--- config.mk ---
export PLATFORM = sky130hd
export DESIGN_NAME = rv32_fetch_unit_flat
export DESIGN_NICKNAME = d
export VERILOG_FILES = /design/src/rtl/rv32_fetch_unit_if.sv /design/src/rtl/rv32_fetch_unit.sv /design/src/flat_wrapper.sv
export SDC_FILE = /design/constraint.sdc
export NUM_CORES = 1
export LEC_CHECK = 0
export BUFFER_PORTS_ARGS = -buffer_cell sky130_fd_sc_hd__buf_4
export CORE_ASPECT_RATIO = 0.75
export CORE_UTILIZATION = 50
export DETAILED_ROUTE_END_ITERATION = 6
export PLACE_DENSITY = 0.87
export REMOVE_ABC_BUFFERS = 1
export SLEW_MARGIN = 20
export SYNTH_ARGS = -nofsm -noshare
export SYNTH_HDL_FRONTEND = slang
export SYNTH_SLANG_ARGS = --single-unit
--- constraint.sdc ---
create_clock -name i_clk -period 2.9 [get_ports i_clk]
set_clock_uncertainty 0.1 [all_clocks]
set_input_delay 0.29 -clock i_clk [delete_from_list [all_inputs] [get_ports i_clk]]
set_output_delay 0.29 -clock i_clk [all_outputs]
set_load 0.03 [all_outputs]
--- src/rtl/rv32_fetch_unit_if.sv ---
// rtl/rv32_fetch_unit_if.sv - fetch unit redirect, instruction memory and downstream entry signals
interface rv32_fetch_unit_if;
    logic        i_redirect_valid;
    logic [31:0] i_redirect_pc;
    logic        o_imem_req;
    logic [31:0] o_imem_addr;
    logic        i_imem_gnt;
    logic        i_imem_rvalid;
    logic [31:0] i_imem_rdata;
    logic        i_imem_err;
    logic        o_valid_send;
    logic [31:0] o_pc;
    logic [31:0] o_instr;
    logic        o_fault;
    logic        i_ready_send;

    modport master (
        input  i_redirect_valid, i_redirect_pc,
        output o_imem_req, o_imem_addr,
        input  i_imem_gnt, i_imem_rvalid, i_imem_rdata, i_imem_err,
        output o_valid_send, o_pc, o_instr, o_fault,
        input  i_ready_send
    );

    modport slave (
        output i_redirect_valid, i_redirect_pc,
        input  o_imem_req, o_imem_addr,
        output i_imem_gnt, i_imem_rvalid, i_imem_rdata, i_imem_err,
        input  o_valid_send, o_pc, o_instr, o_fault,
        output i_ready_send
    );
endinterface

--- src/rtl/rv32_fetch_unit.sv ---
// rtl/rv32_fetch_unit.sv - RV32 fetch stage: single-outstanding imem reads, redirects, fault entries
module rv32_fetch_unit #(
    parameter logic [31:0] RESET_PC  = 32'h0000_0000,
    parameter logic [31:0] NOP_INSTR = 32'h0000_0013
) (
    input  logic              i_clk,
    input  logic              i_rst,
    rv32_fetch_unit_if.master bus
);

    typedef enum logic [2:0] {IDLE, REQ, WAIT, HOLD, DRAIN, HALT} state_t;

    state_t      state_q, state_d;
    logic [31:0] pc_q, pc_d;
    logic [31:0] out_pc_q, out_pc_d;
    logic [31:0] instr_q, instr_d;
    logic        valid_q, valid_d;
    logic        fault_q, fault_d;
    logic [31:0] drain_tgt;
    logic        outstanding;

    always_ff @(posedge i_clk) begin
        if (i_rst) begin
            state_q  <= IDLE;
            pc_q     <= RESET_PC;
            out_pc_q <= RESET_PC;
            instr_q  <= NOP_INSTR;
            valid_q  <= 1'b0;
            fault_q  <= 1'b0;
        end else begin
            state_q  <= state_d;
            pc_q     <= pc_d;
            out_pc_q <= out_pc_d;
            instr_q  <= instr_d;
            valid_q  <= valid_d;
            fault_q  <= fault_d;
        end
    end

    always_comb begin
        state_d  = state_q;
        pc_d     = pc_q;
        out_pc_d = out_pc_q;
        instr_d  = instr_q;
        valid_d  = valid_q;
        fault_d  = fault_q;
        // A redirect arriving during a drain retargets the pending exit.
        drain_tgt   = bus.i_redirect_valid ? bus.i_redirect_pc : pc_q;
        outstanding = ((state_q == WAIT) && !bus.i_imem_rvalid) ||
                      ((state_q == REQ) && bus.i_imem_gnt);

        case (state_q)
            IDLE: state_d = REQ;
            REQ: begin
                if (bus.i_imem_gnt) state_d = WAIT;
            end
            WAIT: begin
                if (bus.i_imem_rvalid) begin
                    valid_d  = 1'b1;
                    out_pc_d = pc_q;
                    instr_d  = bus.i_imem_err ? NOP_INSTR : bus.i_imem_rdata;
                    fault_d  = bus.i_imem_err;
                    state_d  = HOLD;
                end
            end
            HOLD: begin
                if (bus.i_ready_send) begin
                    valid_d = 1'b0;
                    if (fault_q) begin
                        state_d = HALT;
                    end else begin
                        pc_d    = pc_q + 32'd4;
                        state_d = REQ;
                    end
                end
            end
            DRAIN: begin
                pc_d = drain_tgt;
                if (bus.i_imem_rvalid) begin
                    if (drain_tgt[1:0] != 2'b00) begin
                        valid_d  = 1'b1;
                        fault_d  = 1'b1;
                        out_pc_d = drain_tgt;
                        instr_d  = NOP_INSTR;
                        state_d  = HOLD;
                    end else begin
                        state_d = REQ;
                    end
                end
            end
            HALT: state_d = HALT;
            default: state_d = IDLE;
        endcase

        if (bus.i_redirect_valid && (state_q != DRAIN)) begin
            pc_d    = bus.i_redirect_pc;
            valid_d = 1'b0;
            if (outstanding) begin
                state_d = DRAIN;
            end else if (bus.i_redirect_pc[1:0] != 2'b00) begin
                // Misaligned target never reaches the bus; it becomes a fault entry.
                valid_d  = 1'b1;
                fault_d  = 1'b1;
                out_pc_d = bus.i_redirect_pc;
                instr_d  = NOP_INSTR;
                state_d  = HOLD;
            end else begin
                state_d = REQ;
            end
        end
    end

    assign bus.o_imem_req   = (state_q == REQ);
    assign bus.o_imem_addr  = pc_q;
    assign bus.o_valid_send = valid_q;
    assign bus.o_pc         = out_pc_q;
    assign bus.o_instr      = instr_q;
    assign bus.o_fault      = fault_q;

endmodule

--- src/flat_wrapper.sv ---
// flat-port wrapper written by rule: the top's interface ports become plain ports
module rv32_fetch_unit_flat 
#(
    parameter logic [31:0] RESET_PC  = 32'h0000_0000,
    parameter logic [31:0] NOP_INSTR = 32'h0000_0013
)
  (i_clk, i_rst, bus_i_redirect_valid, bus_i_redirect_pc, bus_o_imem_req, bus_o_imem_addr, bus_i_imem_gnt, bus_i_imem_rvalid, bus_i_imem_rdata, bus_i_imem_err, bus_o_valid_send, bus_o_pc, bus_o_instr, bus_o_fault, bus_i_ready_send);
  rv32_fetch_unit_if bus_i ();
  input  logic i_clk;
  input  logic i_rst;
  input wire logic [$bits(bus_i.i_redirect_valid)-1:0] bus_i_redirect_valid;
  input wire logic [$bits(bus_i.i_redirect_pc)-1:0] bus_i_redirect_pc;
  output wire logic [$bits(bus_i.o_imem_req)-1:0] bus_o_imem_req;
  output wire logic [$bits(bus_i.o_imem_addr)-1:0] bus_o_imem_addr;
  input wire logic [$bits(bus_i.i_imem_gnt)-1:0] bus_i_imem_gnt;
  input wire logic [$bits(bus_i.i_imem_rvalid)-1:0] bus_i_imem_rvalid;
  input wire logic [$bits(bus_i.i_imem_rdata)-1:0] bus_i_imem_rdata;
  input wire logic [$bits(bus_i.i_imem_err)-1:0] bus_i_imem_err;
  output wire logic [$bits(bus_i.o_valid_send)-1:0] bus_o_valid_send;
  output wire logic [$bits(bus_i.o_pc)-1:0] bus_o_pc;
  output wire logic [$bits(bus_i.o_instr)-1:0] bus_o_instr;
  output wire logic [$bits(bus_i.o_fault)-1:0] bus_o_fault;
  input wire logic [$bits(bus_i.i_ready_send)-1:0] bus_i_ready_send;
  assign bus_i.i_redirect_valid = bus_i_redirect_valid;
  assign bus_i.i_redirect_pc = bus_i_redirect_pc;
  assign bus_o_imem_req = bus_i.o_imem_req;
  assign bus_o_imem_addr = bus_i.o_imem_addr;
  assign bus_i.i_imem_gnt = bus_i_imem_gnt;
  assign bus_i.i_imem_rvalid = bus_i_imem_rvalid;
  assign bus_i.i_imem_rdata = bus_i_imem_rdata;
  assign bus_i.i_imem_err = bus_i_imem_err;
  assign bus_o_valid_send = bus_i.o_valid_send;
  assign bus_o_pc = bus_i.o_pc;
  assign bus_o_instr = bus_i.o_instr;
  assign bus_o_fault = bus_i.o_fault;
  assign bus_i.i_ready_send = bus_i_ready_send;
  rv32_fetch_unit #(.RESET_PC(RESET_PC), .NOP_INSTR(NOP_INSTR)) u_core (.i_clk(i_clk), .i_rst(i_rst), .bus(bus_i));
endmodule
* After elaboration in Yosys (flattened, before gate mapping)
Cells that the tools add are included.
** Word-level totals
- Register bits :: 101
- Bits of input ports :: 71
- Logic and storage cells :: 77
** Cells by class
- Add/subtract/negate cells :: 1
- Equality and inequality tests :: 12
- Mux-type cells :: 45
- Reduce and logical (&&, ||, !) cells :: 13
** Operators with widths (number)
- $mux W32 :: 17
- $pmux W32 S2 :: 3
- $add A32 B3 Y32 const B :: 1
- $mux W3 :: 7
- $pmux W3 S6 :: 1
- $mux W1 :: 13
- $ne A3 B3 Y1 const B :: 3
- $eq A3 B2 Y1 const B :: 2
- $eq A3 B3 Y1 const B :: 2
- $ne A3 B1 Y1 const B :: 2
- $ne A3 B2 Y1 const B :: 2
- $reduce_and A5 Y1 :: 1
- $mux W2 :: 2
- $reduce_and A4 Y1 :: 1
- $reduce_bool A2 Y1 :: 2
- $reduce_bool A4 Y1 :: 1
- $eq A3 B1 Y1 const B :: 1
- $logic_and A1 B1 Y1 :: 3
- $logic_not A3 Y1 :: 1
- $pmux W1 S3 :: 1
- $reduce_and A3 Y1 :: 1
- $reduce_bool A3 Y1 :: 1
- $pmux W1 S2 :: 1
- $logic_not A1 Y1 :: 1
- $logic_or A1 B1 Y1 :: 1

* Logic depth before layout (Yosys ltp)
Gate-level depths: netlist of run 1.
- Word-level depth :: 8
- Depth in mapped cells :: 9
- Depth with buffers taken out :: 6

* Worst setup path after synthesis of run 1
Ideal clock, no wire load.
- Kind :: flip-flop to flip-flop
- Start :: register u_core.pc_q[2], in the netlist u_core.bus.o_imem_addr[2]
- End :: register u_core.pc_q[28], in the netlist u_core.bus.o_imem_addr[28]
- Setup time :: 79 ps
- Arrival :: 2127 ps
- Required time :: 2721 ps
- Slack :: 594 ps
- Stages on the path, launching flop included :: 7
- Path buffers :: 0
- Clock period less this slack :: 2306 ps
- Cell sequence :: dfxtp_1 > ha_1 > nand3_1 > nor4_2 > nand2_1 > or4_1 > o211ai_1
** On the way
- Cells in the longest elaborated chain, start to end :: 5
** Ends and longest elaborated chain
- from (decl) :: line rv32_fetch_unit.sv:14 : logic [31:0] pc_q, pc_d;
- from (signal assigned) :: line rv32_fetch_unit.sv:32 : pc_q <= pc_d;
- $add A32 B3 Y32 :: line rv32_fetch_unit.sv:72 : pc_d = pc_q + 32'd4;
- $mux W32 :: line rv32_fetch_unit.sv:69 : if (fault_q) begin
- $mux W32 :: line rv32_fetch_unit.sv:67 : if (bus.i_ready_send) begin
- $pmux W32 S2 :: line rv32_fetch_unit.sv:52 : case (state_q)
- $mux W32 :: line rv32_fetch_unit.sv:95 : if (bus.i_redirect_valid && (state_q != DRAIN)) begin
Every way passes these cells. The select of a mux whose other input is x is not followed.
A chain may end at the register's enable or synchronous reset.

* Worst setup path in the final report of run 1
- Start :: register u_core.state_q[0]
- End :: register u_core.pc_q[13], in the netlist u_core.bus.o_imem_addr[13]
** On the way
- Cells in the longest elaborated chain, start to end :: 4
- Elaborated cells on any way between the ends :: 10
- Classes of those cells :: 5 x eq/ne; 2 x mux; 3 x reduce/logical
** Ends and longest elaborated chain
- from (decl) :: line rv32_fetch_unit.sv:13 : state_t state_q, state_d;
- from (signal assigned) :: line rv32_fetch_unit.sv:31 : state_q <= state_d;
- $ne A3 B3 Y1 :: line rv32_fetch_unit.sv:95
- $logic_and A1 B1 Y1 :: line rv32_fetch_unit.sv:95
- $ne A3 B3 Y1 (no line) (tied with other cells)
- $reduce_and A3 Y1 (no line)
Several ways; a longest one is shown, not always the timed one.

==> impl_results.md, run 1 <==
- H-tree lvl count: 3
- Fill count: 720
- IO Count: 170
- Antenna violations before repair: 0
- GP Congestion: 0.912
- Register area share after synthesis: 0.421
- Register Area: 2020 µm²
- Hold WS: 45.0 ps
- IO buf count: 169
- Via count: 5122
- Remaining DRCs: 0
- Final wirelength: 15.1 mm
- Static leakage: 2.61 nW
- Die footprint: 10000 µm²
- Placed cells: 811
- Hold buffers post-CTS: 0
- Final period util: 0.854
- Final HPWL DP: 10.4 mm
- CTS Sinks: 101
- Crit path DAT: 2600 ps
- Root Driver: clkbuf_16
- Cell taking the most area after synthesis: dfxtp_1
- CTS buffer count: 9
- DRT antenna net count: 0
- Critical Path RT: 3020 ps
- Area growth syn-to-layout: 36.2%
- Final setup viols: 0
- Vias in the first global route: 4777
- Peak VDD IR: 409 µV
- Synthesized flop and latch total: 101
- Mean post-synth cell area: 8.77 µm²
- Wire length of the first global-routing pass: 23.9 mm
- Cells after synthesis: 547
- Post-CTS setup buffers: 0
- Most common cell in the netlist: dfxtp_1
- Worst slew pin tran: 690 ps
- Async set or reset register ratio after synthesis: 0
- Initial Util: 0.522
- Status: completed
- Site row count: 30
- Overall power: 4.05 mW
- Clock Latency Late Sink: 350 ps
- Final Hold Violating Endpoints: 0
- Top cells by count, synth: dfxtp_1, a22oi_1, nor2_1, clkbuf_1, nand2_1
- CTS tree: done
- Worst Path Max Fanout: 16
- Final slew viol count: 0
- Startpoint Class: register
- Synth cell types: 64
- Maximum clock path buffer count: 2
- Fin nets: 766
- Cells along the critical path: nand4b_2 -> nor3_1 -> a311oi_1 -> a2111oi_0
- Largest net degree at the start of global routing: 40
- Critical path class: reg2reg
- Post-synth top area share: 0.421
- Vias per cell: 6.19
- Clk slew on worst S/H paths: 70 ps
- Critical Path Max Stage Delay: 660 ps
- Fmax: 0.404 GHz
- ANT cells: 0
- Initial DRC count: 437
- Layout Utilization: 0.711
- Post-cts sizing count: 0
- Tmin final: 2480 ps
- Routed len/inst: 18.2 µm
- Ys Warns: 0
- Die Ht: 86.9 µm
- Core area: 9200 µm²
- Final non-filler cell total: 827
- EDFF count, synth: 0
- Die X: 115 µm
- Fraction of layout cells with a size suffix above 1: 0.316
- Power Dens Cells: 619 nW/µm²
- HP Class: in2reg
- Multi-input logic area: 2620 µm²
- Max-cap viol count: 0
- Slowest-stage cell, CP: nor3_1
- Synth top area cells: dfxtp_1, a22oi_1, o2bb2ai_1
- RSZ-0062 raised after global routing: no
- Slew headroom: 0.537
- Total grt overflow: 0
- Drt first pass iters: 5
- Total GRT Usage: 0.304
- Worst setup EP type: register
- Synthesized cell area: 4800 µm²
- Top FF cell, synth: dfxtp_1
[through the flow]
stage               setup WS, ps  cell area, µm²  setup TNS (ps)
finish                       425            6540               0
global route                74.9            6540               0
CTS                          469            6540               0
detailed placement           449            6210               0
global placement             558            6210               0
floorplan                   -641            4610          -34900
[cells by family after synthesis]
family / Yosys count / synth area share
xor gates and xnor gates: 13 / 0.0237
AOI/OAI and AO/OA: 190 / 0.298
buffers and inverters: 52 / 0.0422
adders and majority gates: 1 / 0.00261
DFF: 101 / 0.421
and+or+nand+nor: 178 / 0.186
muxes: 12 / 0.0261
[worst paths after layout]
check                                                  startpoint                                      end  slack (ps)  depth (start not counted)
worst max-delay path               u_core.state_q[0]$_SDFFE_PP0P_  u_core.bus.o_imem_addr[13]$_SDFFE_PP0P_         420                          4
worst min-delay path                        bus_i_redirect_pc[11]           u_core.bus.o_pc[11]$_SDFF_PP0_          40                          2
worst max register to register     u_core.state_q[0]$_SDFFE_PP0P_  u_core.bus.o_imem_addr[13]$_SDFFE_PP0P_         420                          4
worst min register to register  u_core.bus.o_instr[14]$_SDFF_PP0_        u_core.bus.o_instr[14]$_SDFF_PP0_         400                          2
[area by class of cell]
| type | count | share of cell area |
|---|---|---|
| Inverter | 4 | 0.00230 |
| Clock inverter | 7 | 0.0161 |
| Clock buffer | 9 | 0.0345 |
| Tap cell | 128 | 0.0245 |
| Sequential cell | 101 | 0.309 |
| Multi-Input combinational cell | 394 | 0.400 |
| Timing Repair Buffer | 184 | 0.213 |
[per-layer routing]
layer	up-vias	GRT usage	wire length [µm]
met4	0	0.112	254
met2	243	0.503	7140
met1	2467	0.391	6590
met5	-	0	0
li1	2385	-	-
met3	27	0.0661	1070
[layout by cell type, fill, tap and decap left out, types with 4 or more instances in the layout]
| cell | n |
|---|---|
| mux2i_1 | 8 |
| dfxtp_1 | 101 |
| nor2_1 | 64 |
| a31o_2 | 4 |
| nand2_1 | 32 |
| nor4_1 | 5 |
| a22oi_1 | 67 |
| o2bb2ai_1 | 31 |
| o21ai_0 | 15 |
| inv_1 | 4 |
| o22ai_1 | 6 |
| a21oi_1 | 13 |
| mux2_2 | 4 |
| and4_1 | 4 |
| a311oi_1 | 6 |
| xnor2_1 | 4 |
| xor2_1 | 9 |
| clkbuf_16 | 9 |
| a211oi_1 | 10 |
| buf_4 | 183 |
| nand3_1 | 17 |
| and3_1 | 4 |
| nor3_1 | 16 |
| nand4_1 | 5 |
| o211ai_1 | 8 |
[power breakdown]
part | internal (mW) | total, mW | switching [mW]
Clock | 0.771 | 1.34 | 0.571
Combinational | 0.429 | 1.07 | 0.638
Sequential | 1.50 | 1.64 | 0.138
Total | 2.70 | 4.05 | 1.35
[state kept, by name, indices dropped and copies added, names as in the netlist]
| name | flops |
|---|---|
| u_core.bus.o_pc | 32 |
| u_core.bus.o_valid_send | 1 |
| u_core.bus.o_fault | 1 |
| u_core.bus.o_instr | 32 |
| u_core.bus.o_imem_addr | 32 |
| u_core.state_q | 3 |
[critical path: cells and delay by family, from the launching register on]
family	cells	cell delay (ps)
and+or+nand+nor	2	990
AOI/OAI and AO/OA	2	610
DFF	1	640
Power figures use the tool's default switching activity.
==> inputs of run 2 (changes only) <==
--- a/config.mk
+++ b/config.mk
@@ -7,9 +7,10 @@
 export LEC_CHECK = 0
 export BUFFER_PORTS_ARGS = -buffer_cell sky130_fd_sc_hd__buf_4
 export CORE_ASPECT_RATIO = 0.75
+export CORE_MARGIN = 2
 export CORE_UTILIZATION = 50
 export DETAILED_ROUTE_END_ITERATION = 6
-export PLACE_DENSITY = 0.87
+export PLACE_DENSITY = 0.89
 export REMOVE_ABC_BUFFERS = 1
 export SLEW_MARGIN = 20
 export SYNTH_ARGS = -nofsm -noshare
==> impl_results.md, run 2 (synthesized netlist as in run 1, its figures left out) <==
- Worst slew pin tran: 981 ps (was 690 ps)
- Worst Path Max Fanout: 18 (was 16)
- Final slew viol count: 0 (unchanged)
- GP Congestion: 0.938 (was 0.912)
- Buf/Inv on CP: 1 (was 0)
- Status: completed (unchanged)
- Root Driver: clkbuf_16 (unchanged)
- Power Dens Cells: 603 nW/µm² (was 619 nW/µm²)
- Slew headroom: 0.343 (was 0.537)
- Multi-input logic area: 2620 µm² (unchanged)
- Final period util: 0.918 (was 0.854)
- Post-cts sizing count: 0 (unchanged)
- Fin nets: 769 (was 766)
- Initial Util: 0.522 (unchanged)
- HP Class: in2reg (unchanged)
- Startpoint Class: register (unchanged)
- Maximum clock path buffer count: 2 (unchanged)
- Final setup viols: 0 (unchanged)
- Clock Latency Late Sink: 350 ps (about the same)
- Final wirelength: 15.3 mm (was 15.1 mm)
- Clk slew on worst S/H paths: 70 ps (about the same)
- IO buf count: 169 (unchanged)
- Vias in the first global route: 4747 (was 4777)
- ANT cells: 0 (unchanged)
- Via count: 5147 (was 5122)
- Antenna violations before repair: 0 (unchanged)
- Die Ht: 88.9 µm (was 86.9 µm)
- CP top delay family: simple AND/OR/NAND/NOR gates (unchanged)
- Final instance area: 6530 µm² (was 6540 µm²)
- Final Hold Violating Endpoints: 0 (unchanged)
- Most common cell after layout, fill and taps aside: buf_4 (unchanged)
- Site row count: 30 (unchanged)
- Most frequent cells in the layout: buf_4, dfxtp_1, a22oi_1, nor2_1, nand2_1 (unchanged)
- CTS tree: done (unchanged)
- Critical path class: reg2reg (unchanged)
- CTS buffer count: 9 (unchanged)
- Critical Path RT: 3070 ps (was 3020 ps)
- Drt first pass iters: 6 (was 5)
- RSZ-0062 raised after global routing: no (unchanged)
- Crit path DAT: 2830 ps (was 2600 ps)
- Final HPWL DP: 10.8 mm (was 10.4 mm)
- Remaining DRCs: 0 (unchanged)
- Fmax: 0.376 GHz (was 0.404 GHz)
- Initial DRC count: 480 (was 437)
- Hold buffers post-CTS: 0 (unchanged)
- DRT antenna net count: 0 (unchanged)
- Tmin final: 2660 ps (was 2480 ps)
- Core area: 9200 µm² (unchanged)
- Static leakage: 2.61 nW (about the same)
- Cells along the critical path: nand2b_1 -> a21oi_1 -> o22ai_1 -> nor3b_2 -> buf_4 -> o2bb2ai_1 (was nand4b_2 -> nor3_1 -> a311oi_1 -> a2111oi_0)
- Max-cap viol count: 0 (unchanged)
- Peak VDD IR: 308 µV (was 409 µV)
- Worst setup EP type: register (unchanged)
- CTS Sinks: 101 (unchanged)
- Die X: 117 µm (was 115 µm)
- Slowest-stage cell, CP: nor3b_2 (was nor3_1)
- Register Area: 2020 µm² (unchanged)
- H-tree lvl count: 3 (unchanged)
- Vias per cell: 6.20 (was 6.19)
- Area after DPL: 6230 µm² (was 6210 µm²)
- Post-CTS setup buffers: 0 (unchanged)
- Fraction of layout cells with a size suffix above 1: 0.318 (was 0.316)
- Area growth syn-to-layout: 36.1% (was 36.2%)
- Total grt overflow: 0 (unchanged)
- Largest net degree at the start of global routing: 42 (was 40)
- IO Count: 170 (unchanged)
- Wire length of the first global-routing pass: 23.4 mm (was 23.9 mm)
- Routed len/inst: 18.4 µm (was 18.2 µm)
- Total GRT Usage: 0.286 (was 0.304)
- Critical Path Max Stage Delay: 810 ps (was 660 ps)
- Fill count: 723 (was 720)
- Die footprint: 10400 µm² (was 10000 µm²)
- Layout Utilization: 0.710 (was 0.711)
## run 2: cell types whose count changed in the layout (fill, tap and decap cells not counted), sizes merged
cell    delta
bufinv     -1
buf        +3
inv        -3
clkinv     +2
clkbuf     +2
## run 2: metrics by stage
stage / cells / worst slack, ps / total power [mW] / hold slack (ps) / setup TNS, ps
finish: 830 / 238 / 3.94 / 51.5 / 0
global route: 830 / 16.2 / 4.09 / 45.2 / 0
CTS: 830 / 286 / 3.93 / 49.7 / 0
detailed placement: 814 / 359 / 2.73 / 389 / 0
global placement: 814 / 534 / 2.70 / 380 / 0
floorplan: 499 / -641 / 2.26 / 259 / -34900
## run 2: final timing paths
kind	cells after the start	end	from	slack [ps]
hold reg to reg	2	u_core.bus.o_instr[27]$_SDFF_PP0_	u_core.bus.o_instr[27]$_SDFF_PP0_	400
setup / recovery	6	u_core.bus.o_pc[22]$_SDFF_PP0_	u_core.state_q[0]$_SDFFE_PP0P_	240
hold / removal	2	u_core.bus.o_pc[28]$_SDFF_PP0_	bus_i_redirect_pc[28]	50
setup reg to reg	6	u_core.bus.o_pc[22]$_SDFF_PP0_	u_core.state_q[0]$_SDFFE_PP0P_	240
## run 2: layer usage
metal | share of wire | vias to the layer above | track usage
met3 | 0.087 | 24 | 0.0671
met1 | 0.41 | 2484 | 0.385
li1 | - | 2387 | -
met5 | 0 | - | 0
met4 | 0.015 | 0 | 0.0930
met2 | 0.48 | 252 | 0.457
## run 2: power by group
group	internal, mW	total [mW]	leakage (nW)	switching [mW]
clock	0.694	1.22	0.146	0.522
sequential	1.50	1.64	0.827	0.133
combinational	0.437	1.09	1.64	0.649
## run 2: area by class of cell
class / instances / share of cell area
clock inverter: 5 / 0.00920
tap: 128 / 0.0245
inverter: 4 / 0.00230
multi-input combinational: 394 / 0.400
sequential: 101 / 0.310
timing repair buffer: 187 / 0.217
clock buffer: 11 / 0.0372
## run 2: worst register-to-register path: stages, from the launching register on
cell,delay [ps]
dfxtp_1,470
nand2b_1,260
a21oi_1,190
o22ai_1,190
nor3b_2,810
buf_4,390
o2bb2ai_1,160
